==> config.mk <==
export PLATFORM = sky130hd
export DESIGN_NAME = mem_arbiter
export DESIGN_NICKNAME = d
export VERILOG_FILES = /design/src/rtl/mem_arbiter_pkg.sv /design/src/rtl/mem_arbiter_rr_grant2.sv /design/src/rtl/mem_arbiter.sv
export SDC_FILE = /design/constraint.sdc
export NUM_CORES = 1
export LEC_CHECK = 0
export CORE_ASPECT_RATIO = 1.2
export CORE_MARGIN = 5
export CORE_UTILIZATION = 42
export CTS_CLUSTER_DIAMETER = 200
export CTS_CLUSTER_SIZE = 24
export DETAILED_ROUTE_END_ITERATION = 6
export GPL_TIMING_DRIVEN = 0
export HOLD_SLACK_MARGIN = 0.06
export PLACE_DENSITY_LB_ADDON = 0.12
export REMOVE_ABC_BUFFERS = 1
export SETUP_SLACK_MARGIN = 0.05
export SLEW_MARGIN = 20
export SYNTH_ARGS = -nofsm -noshare
export SYNTH_HDL_FRONTEND = slang
export SYNTH_SLANG_ARGS = --single-unit
==> constraint.sdc <==
create_clock -name clk -period 1.72 [get_ports clk]
set_input_delay 0.516 -clock clk [delete_from_list [all_inputs] [get_ports clk]]
set_output_delay 0.516 -clock clk [all_outputs]
set_load 0.02 [all_outputs]
==> src/rtl/mem_arbiter_pkg.sv <==
// Shared definitions for the memory arbiter: sequencer states, port ids
// and the address bit that separates ROM (0) from RAM (1).
package mem_arbiter_pkg;

    typedef enum logic [1:0] {
        IDLE   = 2'd0,
        ACCESS = 2'd1,
        RESP   = 2'd2
    } state_t;

    typedef enum logic {
        PORT_A = 1'b0,
        PORT_B = 1'b1
    } port_t;

    localparam int unsigned SEL_BIT = 15;

endpackage

==> src/rtl/mem_arbiter_rr_grant2.sv <==
// Combinational two-request round-robin chooser; the pointer register
// lives in the arbiter.
module rr_grant2
    import mem_arbiter_pkg::*;
(
    input  logic  req_a,
    input  logic  req_b,
    input  port_t prio,
    output logic  gnt_valid,
    output port_t gnt_id
);

    always_comb begin
        gnt_valid = req_a | req_b;
        gnt_id    = PORT_A;
        if (req_a && req_b) begin
            gnt_id = prio;
        end else if (req_b) begin
            gnt_id = PORT_B;
        end
    end

endmodule

==> src/rtl/mem_arbiter.sv <==
// Two-port round-robin arbiter in front of a shared ROM/RAM block with a
// fixed IDLE -> ACCESS -> RESP sequence; writes into ROM are rejected.
module mem_arbiter
    import mem_arbiter_pkg::*;
(
    input  logic        clk,
    input  logic        rst_n,
    input  logic        a_req,
    input  logic        a_we,
    input  logic [15:0] a_addr,
    input  logic [7:0]  a_wdata,
    output logic        a_ack,
    output logic        a_err,
    output logic [7:0]  a_rdata,
    input  logic        b_req,
    input  logic        b_we,
    input  logic [15:0] b_addr,
    input  logic [7:0]  b_wdata,
    output logic        b_ack,
    output logic        b_err,
    output logic [7:0]  b_rdata,
    output logic [15:0] mem_addr,
    output logic [7:0]  mem_din,
    output logic        mem_we,
    input  logic [7:0]  mem_dout
);

    state_t      state;
    port_t       prio;
    port_t       gid;
    logic [15:0] laddr;
    logic        lwe;
    logic [7:0]  lwdata;
    logic        gnt_valid;
    port_t       gnt_id;
    logic        rom_wr;

    rr_grant2 u_grant (
        .req_a     (a_req),
        .req_b     (b_req),
        .prio      (prio),
        .gnt_valid (gnt_valid),
        .gnt_id    (gnt_id)
    );

    assign rom_wr = lwe & ~laddr[SEL_BIT];

    // Memory pins are decoded from state so that reset kills mem_we at once.
    always_comb begin
        mem_addr = '0;
        mem_din  = '0;
        mem_we   = 1'b0;
        if (state == ACCESS) begin
            mem_addr = laddr;
            mem_din  = lwdata;
            mem_we   = lwe & laddr[SEL_BIT];
        end
    end

    always_ff @(posedge clk or negedge rst_n) begin
        if (!rst_n) begin
            state   <= IDLE;
            prio    <= PORT_A;
            gid     <= PORT_A;
            laddr   <= '0;
            lwe     <= 1'b0;
            lwdata  <= '0;
            a_ack   <= 1'b0;
            a_err   <= 1'b0;
            a_rdata <= '0;
            b_ack   <= 1'b0;
            b_err   <= 1'b0;
            b_rdata <= '0;
        end else begin
            case (state)
                IDLE: begin
                    if (gnt_valid) begin
                        gid   <= gnt_id;
                        prio  <= (gnt_id == PORT_A) ? PORT_B : PORT_A;
                        state <= ACCESS;
                        if (gnt_id == PORT_B) begin
                            laddr  <= b_addr;
                            lwe    <= b_we;
                            lwdata <= b_wdata;
                        end else begin
                            laddr  <= a_addr;
                            lwe    <= a_we;
                            lwdata <= a_wdata;
                        end
                    end
                end
                ACCESS: begin
                    state <= RESP;
                    if (gid == PORT_B) begin
                        b_ack   <= 1'b1;
                        b_err   <= rom_wr;
                        b_rdata <= rom_wr ? 8'h00 : mem_dout;
                    end else begin
                        a_ack   <= 1'b1;
                        a_err   <= rom_wr;
                        a_rdata <= rom_wr ? 8'h00 : mem_dout;
                    end
                end
                RESP: begin
                    state <= IDLE;
                    a_ack <= 1'b0;
                    a_err <= 1'b0;
                    b_ack <= 1'b0;
                    b_err <= 1'b0;
                end
                default: state <= IDLE;
            endcase
        end
    end

endmodule

==> impl.org <==
** Drt
- After the first detailed-routing iteration, the DRC count stood at 84.
- Final wirelength :: 7.409 mm
- Post-detailed-route wirelength per cell :: 17.07 µm
- Residual DRC :: 0
- For this block, the via count after detailed routing is 2391.
- In the routed layout, each cell is associated on average with a via count of 5.509.
- The detail route stage leaves a number of antenna-violating nets equal to 0.
- The first detailed-routing pass took 4 iterations.

** STA
- The number of pins exceeding their max-slew limit in the final report came to 0.
- Ratio of final minimum period to clock period :: 1.113
- Setup repair after global routing missed its margin :: true
- Setup slack on the critical path of the routed design comes to -0.1943 ns.
- Max-slew headroom :: 0.5460
- Peak Freq :: 522.4 MHz
- Final Hold Fails :: 0
- Counting I/O delays and the setup requirement, the final critical path takes 1.914 ns.
- Setup violations remaining at the end of the flow were counted as 25.
- Skew final :: 0.005505 ns
- Adding up every negative setup slack in the final design gives -4.078 ns.
- At the pin with the least slew margin, the transition time is 0.6802 ns.

** Synthesis
- Of the total synthesized cell area, the portion taken by XOR and XNOR cells is 0.
- Portion of netlist area occupied by mux cells :: 0
- Synth Area in Adders :: 0
- Sequential cell area fraction in the yosys report :: 0.5102
- Of the post-synthesis cell area, the dominant cell type holds 0.5102.
- The synthesized design contains 49 register bits.
- The synthesized design spends more area on one cell type than any other, namely dfrtp_1.
- Ys Warns :: 0
- Count of unique library cells instantiated by Yosys :: 24
- Compound-gate portion of the synthesized area :: 0.2337
- Mean post-synth cell area :: 9.036 µm²
- By area, the combinational part of the netlist is dominated by compound AO/OA/AOI/OAI gates.
- The cell count after synthesis came out at 266.
- Basic-gate share of the synthesized area counting and, or, nand and nor cells :: 0.1905
- Synthesized area :: 2404 µm²
- Cell types occupying the most area after synthesis :: dfrtp_1 51%, o21ai_0 7.9%, and2_1 6.2%

** Critical path
- STA classifies the critical path startpoint as a flip-flop.
- Worst flop-to-flop path endpoint :: laddr[2]$_DFFE_PN0P_
- STA classifies the critical path endpoint as a primary output.
- For the worst setup path, the data required time is 1.20 ns.
- Data on the critical path arrives at its endpoint at 1.40 ns.
- The setup check on the worst reg-to-reg path leaves a slack of 0.17 ns.
- CP Class :: reg -> out
- The number of cells on the worst reg-to-reg path is 4.
- The worst register-to-register path begins at state[1]$_DFFE_PN0P_.
- Of all nets on the critical path, the largest fanout is 10.

** Placement
- The count of buffers added on input and output ports is 106.
- Area after DPL :: 3421 µm²
- At the end of routability-driven placement, the weighted congestion stood at 0.7080.
- Placed cell count :: 412
- After legalization and detailed placement, the total HPWL measured 4.467 mm.
- Before CTS, the worst setup slack after placement is -1.650 ns.

** Cells and area
- The library cell used most frequently in the layout, excluding fill and tap cells, is clkdlybuf4s50_1.
- Total area of multi-input combinational cells :: 1124 µm²
- The top cell types in the final layout, fill and taps aside, are 59 x clkdlybuf4s50_1, 47 x dfrtp_1, 38 x o21ai_0, 28 x nand3_1.
- Number of nets in the layout :: 431
- Sequential cell area in the final layout :: 1229 µm²
- The finished cells cover 3747 µm².
- Synthesis-to-finish area growth :: 55.91%
- Leaving out filler cells and counting taps, the final layout contains 434.
- Ant. Diodes :: 0
- Number of fill cells :: 478
- Core Util, Final :: 0.6700
- Share of layout cells above drive strength 1 :: 0.2324

** Floorplanning
- For this design the top-level I/O count stands at 107.
- Die height :: 92.87 µm
- The initial utilization of the core area, before any placement, comes to 0.4298.
- FP Rows :: 30
- The floorplan step set the die width to 79.06 µm.
- The die covers 7342 µm².
- Core ar. :: 5593 µm²

** Clock network
- Clock-pin slew was measured on the worst setup and hold paths at 0.09 ns.
- CTS saw 49 sinks.
- Cell chosen for the clock root :: clkbuf_8
- Clock tree from TritonCTS :: yes
- Max Root-Sink Buffers :: 2
- Maximum level of the CTS H-tree :: 2
- In this run, CTS created clock tree buffers numbering 5.
- Quantity of hold-fixing buffers added after cts :: 0
- For the worst-skew pair, the clock arrives at the later sink with an insertion delay of 0.30 ns.

** Job
- Number of max-capacitance violations reported :: 0

** Global routing
- The number of antenna violations at the first check in global routing came to 0.
- The number of global-route vias before repair was 2410.
- The first global-routing pass estimated 11.85 mm of wire.
- Grt total ovfl :: 0
- Entering global routing, the biggest net connects 50 pins.
- In the global route stage, overall resource usage came out at 0.2070.

** Status
- The final reports fail on setup timing.
- Result of the run :: finished with violations

** Pwr
- VDD sags by at most 889.1 µV.
- In this run the static leakage power is 1.626 nW.
- Total power divided by cell area :: 1837 nW/µm²

** Hold path
- Worst hold path class :: in -> async
[final cells by class]
cell class | count | share of cell area
Timing Repair inverter | 1 | 0.002003
Clock buffer | 6 | 0.02204
Multi-Input combinational cell | 191 | 0.2998
Inverter | 4 | 0.005008
Timing Repair Buffer | 117 | 0.3119
Clock inverter | 2 | 0.01002
Sequential cell | 49 | 0.3279
Tap cell | 64 | 0.02137
[worst max-delay path: stages (launching register included)]
cell and delay (ns):
dfrtp_2 0.44, nor2b_4 0.21, buf_12 0.15, and3_4 0.18, buf_6 0.11
[timing repair]
action	CTS	global route
setup endpoints to repair	73	62
gates cloned	5	0
resized for setup	208	5
buffers inserted	4	6
pin swaps	17	3
[logic make-up after synthesis]
group | Yosys count
simple gates | 88
buf+inv | 29
compound gates | 100
flops | 49
[flip-flops by register name, indices dropped and copies added, names as in the netlist]
name	flops
a_ack	1
a_err	1
a_rdata	8
b_ack	1
b_err	1
b_rdata	8
gid	1
laddr	16
lwdata	8
lwe	1
prio	1
state	2
[cells in the mapped netlist]
| cell | n |
|---|---|
| a21oi_1 | 26 |
| a31oi_1 | 22 |
| a31oi_2 | 4 |
| and2_1 | 24 |
| and2_4 | 1 |
| and2b_1 | 1 |
| and3_1 | 1 |
| buf_1 | 1 |
| buf_2 | 9 |
| buf_6 | 5 |
| clkbuf_1 | 10 |
| dfrtp_1 | 49 |
| inv_1 | 4 |
| nand2_1 | 24 |
| nand2b_1 | 3 |
| nand3_1 | 28 |
| nand3b_1 | 1 |
| nor2_1 | 2 |
| nor2b_1 | 1 |
| o21ai_0 | 38 |
| o21ai_1 | 9 |
| o2bb2ai_1 | 1 |
| or2_1 | 1 |
| or3b_1 | 1 |
[how the worst max path moves through the flow]
stage / startpoint / end / slack (ns) / cells past startpoint
detailed placement: b_req / lwdata[5]$_DFFE_PN0P_ / -1.65 / 4
global route: state[1]$_DFFE_PN0P_ / mem_we / -0.26 / 4
global placement: b_req / laddr[3]$_DFFE_PN0P_ / -1.62 / 4
CTS: state[1]$_DFFE_PN0P_ / mem_addr[12] / -0.24 / 5
finish: state[1]$_DFFE_PN0P_ / mem_we / -0.19 / 4
floorplan: state[1]$_DFFE_PN0P_ / laddr[11]$_DFFE_PN0P_ / -0.32 / 3
[layer usage]
layer  GRT usage  vias up  part of all wire
met5           0        -                 0
met1      0.2329     1135              0.38
met2      0.3638      102              0.51
li1            -     1145                 -
met4     0.07307        0             0.013
met3     0.06615        9             0.095
[through the flow]
step | hold WS [ns] | total power (W)
floorplan | 0.2204 | 0.003892
global placement | 0.4646 | 0.005380
detailed placement | 0.4707 | 0.005500
CTS | 0.2428 | 0.006839
global route | 0.2647 | 0.007360
finish | 0.2212 | 0.006882
[where the power goes]
| part | total, W | internal (W) | switching [W] | leakage, nW |
|---|---|---|---|---|
| registers | 0.00203 | 0.00172 | 0.000310 | 0.577 |
| logic | 0.00398 | 0.00187 | 0.00211 | 0.992 |
| clock network | 0.000871 | 0.000473 | 0.000398 | 0.0574 |
| total | 0.00688 | 0.00407 | 0.00282 | 1.63 |
No activity file was read; power rests on OpenSTA's default activity.
